$ cat src/rtl/mips_pkg.sv
// Shared opcodes, forward-select encodings and the shadow-pipeline entry type
// for the MIPS forwarding/hazard controller.
package mips_pkg;

    localparam int unsigned RegW = 5;

    localparam logic [5:0] ALUop   = 6'h00;
    localparam logic [5:0] Jop     = 6'h02;
    localparam logic [5:0] JALop   = 6'h03;
    localparam logic [5:0] ADD_IMM = 6'h08;
    localparam logic [5:0] LW      = 6'h23;
    localparam logic [5:0] SW      = 6'h2B;

    localparam logic [1:0] FWD_REG = 2'b00;
    localparam logic [1:0] FWD_WB  = 2'b01;
    localparam logic [1:0] FWD_MEM = 2'b10;

    typedef struct packed {
        logic [RegW-1:0] dest;
        logic            is_load;
    } shadow_t;

endpackage

$ cat src/rtl/mips_dest_decode.sv
// Opcode decode: destination register, which source fields are read, and
// whether the instruction is a load.
module mips_dest_decode
    import mips_pkg::*;
#(
    parameter int unsigned REG_W    = 5,
    parameter int unsigned LINK_REG = 31
) (
    input  logic [5:0]       op_i,
    input  logic [REG_W-1:0] rt_i,
    input  logic [REG_W-1:0] rd_i,
    output logic [REG_W-1:0] dest_o,
    output logic             uses_rs_o,
    output logic             uses_rt_o,
    output logic             is_load_o
);

    always_comb begin
        dest_o    = '0;
        uses_rs_o = 1'b0;
        uses_rt_o = 1'b0;
        is_load_o = 1'b0;
        case (op_i)
            ALUop: begin
                dest_o    = rd_i;
                uses_rs_o = 1'b1;
                uses_rt_o = 1'b1;
            end
            LW: begin
                dest_o    = rt_i;
                uses_rs_o = 1'b1;
                is_load_o = 1'b1;
            end
            ADD_IMM: begin
                dest_o    = rt_i;
                uses_rs_o = 1'b1;
            end
            SW: begin
                uses_rs_o = 1'b1;
                uses_rt_o = 1'b1;
            end
            JALop:   dest_o = REG_W'(LINK_REG);
            default: ;
        endcase
    end

endmodule

$ cat src/rtl/mips_fwd_ctrl.sv
// EX-stage forwarding selects and load-use stall for the 5-stage MIPS pipeline.
// Define MIPS_FWD_STALL_CNT_EN to add the stall_count / fwd_count counters.
module mips_fwd_ctrl
    import mips_pkg::*;
#(
    parameter int unsigned REG_W    = RegW,
    parameter int unsigned LINK_REG = 31
) (
    input  logic             clock,
    input  logic             reset_n,
    input  logic             id_valid,
    input  logic [5:0]       id_op,
    input  logic [REG_W-1:0] id_rs,
    input  logic [REG_W-1:0] id_rt,
    input  logic [REG_W-1:0] id_rd,
    output logic             stall,
    output logic [1:0]       fa,
    output logic [1:0]       fb,
    output logic [REG_W-1:0] ex_dest
`ifdef MIPS_FWD_STALL_CNT_EN
    ,
    output logic [31:0]      stall_count,
    output logic [31:0]      fwd_count
`endif
);

    logic [REG_W-1:0] dec_dest;
    logic             uses_rs, uses_rt, dec_load;
    logic             issue;
    shadow_t          ex_q, ex_d, mem_q, wb_q;
    logic [1:0]       fa_q, fa_d, fb_q, fb_d;

    mips_dest_decode #(
        .REG_W    (REG_W),
        .LINK_REG (LINK_REG)
    ) u_dec (
        .op_i      (id_op),
        .rt_i      (id_rt),
        .rd_i      (id_rd),
        .dest_o    (dec_dest),
        .uses_rs_o (uses_rs),
        .uses_rt_o (uses_rt),
        .is_load_o (dec_load)
    );

    // Register 0 never counts as a producer, so an unused or $0 source cannot match.
    function automatic logic hit(shadow_t e, logic used, logic [REG_W-1:0] src);
        return used && (e.dest != '0) && (e.dest == src);
    endfunction

    function automatic logic [1:0] sel(shadow_t ex, shadow_t mem, logic used,
                                       logic [REG_W-1:0] src);
        if (hit(ex, used, src))       return FWD_MEM;
        else if (hit(mem, used, src)) return FWD_WB;
        else                          return FWD_REG;
    endfunction

    always_comb begin
        stall = reset_n && id_valid && ex_q.is_load &&
                (hit(ex_q, uses_rs, id_rs) || hit(ex_q, uses_rt, id_rt));
        issue = id_valid && !stall;
        ex_d  = '0;
        fa_d  = FWD_REG;
        fb_d  = FWD_REG;
        if (issue) begin
            ex_d.dest    = dec_dest;
            ex_d.is_load = dec_load;
            fa_d         = sel(ex_q, mem_q, uses_rs, id_rs);
            fb_d         = sel(ex_q, mem_q, uses_rt, id_rt);
        end
    end

    always_ff @(posedge clock) begin
        if (!reset_n) begin
            ex_q  <= '0;
            mem_q <= '0;
            wb_q  <= '0;
            fa_q  <= FWD_REG;
            fb_q  <= FWD_REG;
        end else begin
            ex_q  <= ex_d;
            mem_q <= ex_q;
            wb_q  <= mem_q;
            fa_q  <= fa_d;
            fb_q  <= fb_d;
        end
    end

    assign fa      = fa_q;
    assign fb      = fb_q;
    assign ex_dest = ex_q.dest;

`ifdef MIPS_FWD_STALL_CNT_EN
    logic [31:0] stall_cnt_q, fwd_cnt_q;

    always_ff @(posedge clock) begin
        if (!reset_n) begin
            stall_cnt_q <= '0;
            fwd_cnt_q   <= '0;
        end else begin
            if (stall)                               stall_cnt_q <= stall_cnt_q + 32'd1;
            if ((fa_d != FWD_REG) || (fb_d != FWD_REG)) fwd_cnt_q <= fwd_cnt_q + 32'd1;
        end
    end

    assign stall_count = stall_cnt_q;
    assign fwd_count   = fwd_cnt_q;
`endif

endmodule
$ cat config.mk
export PLATFORM = sky130hd
export DESIGN_NAME = mips_fwd_ctrl
export DESIGN_NICKNAME = d
export VERILOG_FILES = /design/src/rtl/mips_pkg.sv /design/src/rtl/mips_dest_decode.sv /design/src/rtl/mips_fwd_ctrl.sv
export SDC_FILE = /design/constraint.sdc
export NUM_CORES = 1
export LEC_CHECK = 0
export ABC_AREA = 1
export CORE_UTILIZATION = 45
export DETAILED_ROUTE_END_ITERATION = 10
export PLACE_DENSITY = 0.79
export SLEW_MARGIN = 20
export SYNTH_ARGS = -nofsm -noshare
export SYNTH_HDL_FRONTEND = slang
export SYNTH_SLANG_ARGS = --single-unit
$ cat constraint.sdc
create_clock -name clock -period 1.7 [get_ports clock]
set_input_delay 0.34 -clock clock [delete_from_list [all_inputs] [get_ports clock]]
set_output_delay 0.34 -clock clock [all_outputs]
set_load 0.05 [all_outputs]
==> metrics.txt <==
Mapped Area=0.00103 mm^2; largest fanout on the critical path=6; Ports=34; gr ovfl total=0; Post-layout nets=253; FF-to-FF Start=ex_dest[3]$_SDFF_PN0_; Area contributors post-synth=dfxtp_1 (29%), nand2_1 (14%), inv_1 (9.8%), xnor2_1 (9.3%), nor2_2 (7.9%); H-tree levels=1; Fill cells=118; leading cell type by number of instances after synthesis=nand2_1; core area=0.00206 mm^2; post-synth top area share=29.1%; Iter 0 DRT Violations=51; IO buf count=33; Fmax achieved=0.506 GHz; synthesized flop and latch total=15; RSZ-0062 raised after global routing=true; # DRC=0; setup ws final=-0.276 ns; clock period minus worst slack=1.98 ns; post-route ant nets=0; Routed WL=4.23 mm; Fin Hold WS=0.517 ns; Avg Inst Size Synth=6.54 um^2; Slew Viols, Final=0; maximum VDD drop=0.465 mV; type of origin of the critical path=flop; critical path arrival=1.64 ns; First-pass DRT Iterations=4; total track usage=38.0%; Top FF cell, synth=dfxtp_1; Rel. slew slack=80.4%; sequential area share after synthesis=29.1%; via count=1367; largest net degree at the start of global routing=10; min-delay src=ex_dest[1]$_SDFF_PN0_; Yosys cell types=21; die span in y=49.9 um; worst endpoint required time=1.36 ns; CP startpoint=ex_dest[3]$_SDFF_PN0_; syn nets=182; P&R area growth vs syn=70.1%; Longest Clk Path Bufs=2; Slew @ Worst Pin=0.292 ns; Tot Pwr=788 uW; via/cell ratio=5.36; CTS Sinks=15; Pleak=0.881 nW; final core occ=85.3%; Setup Viol. Count Final=1; max-cap violations=0; ANT cells=0; Post-synth top cells=nand2_1 (39), inv_1 (27), dfxtp_1 (15); min-delay worst type=flop to flop; r2r endpoint=ex_dest[0]$_SDFF_PN0_; clk_skew=0.00116 ns; vias in the first global route=1455; RD Place Congestion=0.791; worst r2r path cells=13; CP endpoint kind=primary output; FP Rows=16; leading area contributor after synthesis=dfxtp_1; status=finished with violations; clk slew on worst S/H paths=0.09 ns; Hold Crit Endpoint=mem_q[2]$_SDFF_PN0_; Reg2Reg Setup Slack=0.04 ns; Power Dens Cells=448 mW/mm^2; pre-CTS setup slack=-0.453 ns; Crit Path Category=flop to primary output; Async S/R FF share, synth=0%; Die ar.=0.00249 mm^2; period utilization=116%; Chip Width=49.9 um; violated checks=setup timing; starting density of the core=50.1%; Mapped Cells=158; Warnings, synthesis=0; antenna violations before repair=0; drt wl/cell=16.6 um; Fin. Hold Viols=0; EDFF count, synth=0; DP HPWL=2.31 mm; CTS Root Cell=clkbuf_4; Skew-Pair Late Insertion Delay=0.30 ns; first-pass GRT wire length=6.76 mm; setup_tns=-0.276 ns; Min-Delay Path Depth=2; total CTS buffers=3; layout cells sized above 1=40.8%; CTS tree=built
==> cell type report <==
type                    count  area, um^2  area share (%)
repair buffers             71         612            34.8
flip-flops and latches     15         319            18.1
multi-input cells         108         654            37.2
clock buffers               4        26.3            1.49
inverters                  30         113            6.41
well taps                  27        33.8            1.92
==> sequential cells by signal (all words and copies together) (netlist names) <==
signal	flops
ex_dest	5
mem_q	5
fa	2
fb	2
ex_q	1
==> worst max path at each step <==
stage	end	slack [ns]
detailed placement	stall	-0.45
finish	stall	-0.28
floorplan	stall	0.07
global placement	stall	-0.33
CTS	stall	-0.15
global route	stall	-0.34
==> timing repair <==
action | CTS | global route
setup endpoints to repair | 1 | 11
pin swaps | 12 | 6
hold buffers | 0 | 0
resized for setup | 36 | 14
buffers inserted | 19 | 1
==> through the flow <==
step	cell area, um^2	instances
2_1_floorplan	1030	158
3_3_place_gp	1530	236
3_5_place_dp	1530	236
4_1_cts	1740	259
5_1_grt	1760	255
6_report	1760	255
==> layout by cell type (no fill, tap or decap), types with 2 or more instances in the layout <==
cell             netlist  routed
a21oi_1                5       5
buf_12                 0       2
buf_4                  5      42
buf_6                  0       4
clkbuf_4               0       3
clkdlybuf4s50_1        0       8
dfxtp_1               15      10
dfxtp_4                0       5
dlygate4sd2_1          0      15
inv_1                 27      24
inv_2                  3       6
nand2_1               39      35
nand2_2                3       7
nand3_1               10       8
nand3_2                1       3
nand4_1                2       2
nor2_1                10       7
nor2_2                13      14
nor2_4                 1       3
nor3_1                 2       2
o22ai_1                5       5
xnor2_1               11      11
==> power by group <==
group	internal, mW	total, mW	switching, mW
Combinational	0.110	0.217	0.107
Sequential	0.346	0.348	0.00278
Clock	0.0917	0.223	0.132
==> worst max-delay path, cell delays in order, from the launching register on <==
cell and delay, ns:
dfxtp_4 0.41, inv_1 0.08, nand2_1 0.09, nand2_1 0.10, nor2_2 0.10, nand2_1 0.05
nor2_1 0.09, nand2_1 0.07, nand2_2 0.08, nand2_2 0.06, inv_2 0.07, buf_12 0.13
==> cells by family after synthesis <==
kind of cell | Yosys count | synth area share, %
DFF | 15 | 29.1
and+or+nand+nor | 84 | 39.1
buffers and inverters | 35 | 14.5
AOI/OAI and AO/OA | 11 | 6.30
xor gates and xnor gates | 13 | 11.0
==> metal layers <==
layer / vias up / track usage (%) / part of all wire, %
met4: 0 / 27.6 / 6.0
met1: 631 / 40.2 / 36
met5: - / 0 / 0
met3: 26 / 5.86 / 6.6
met2: 89 / 67.3 / 52
li1: 621 / - / -
Power figures use the tool's default switching activity.
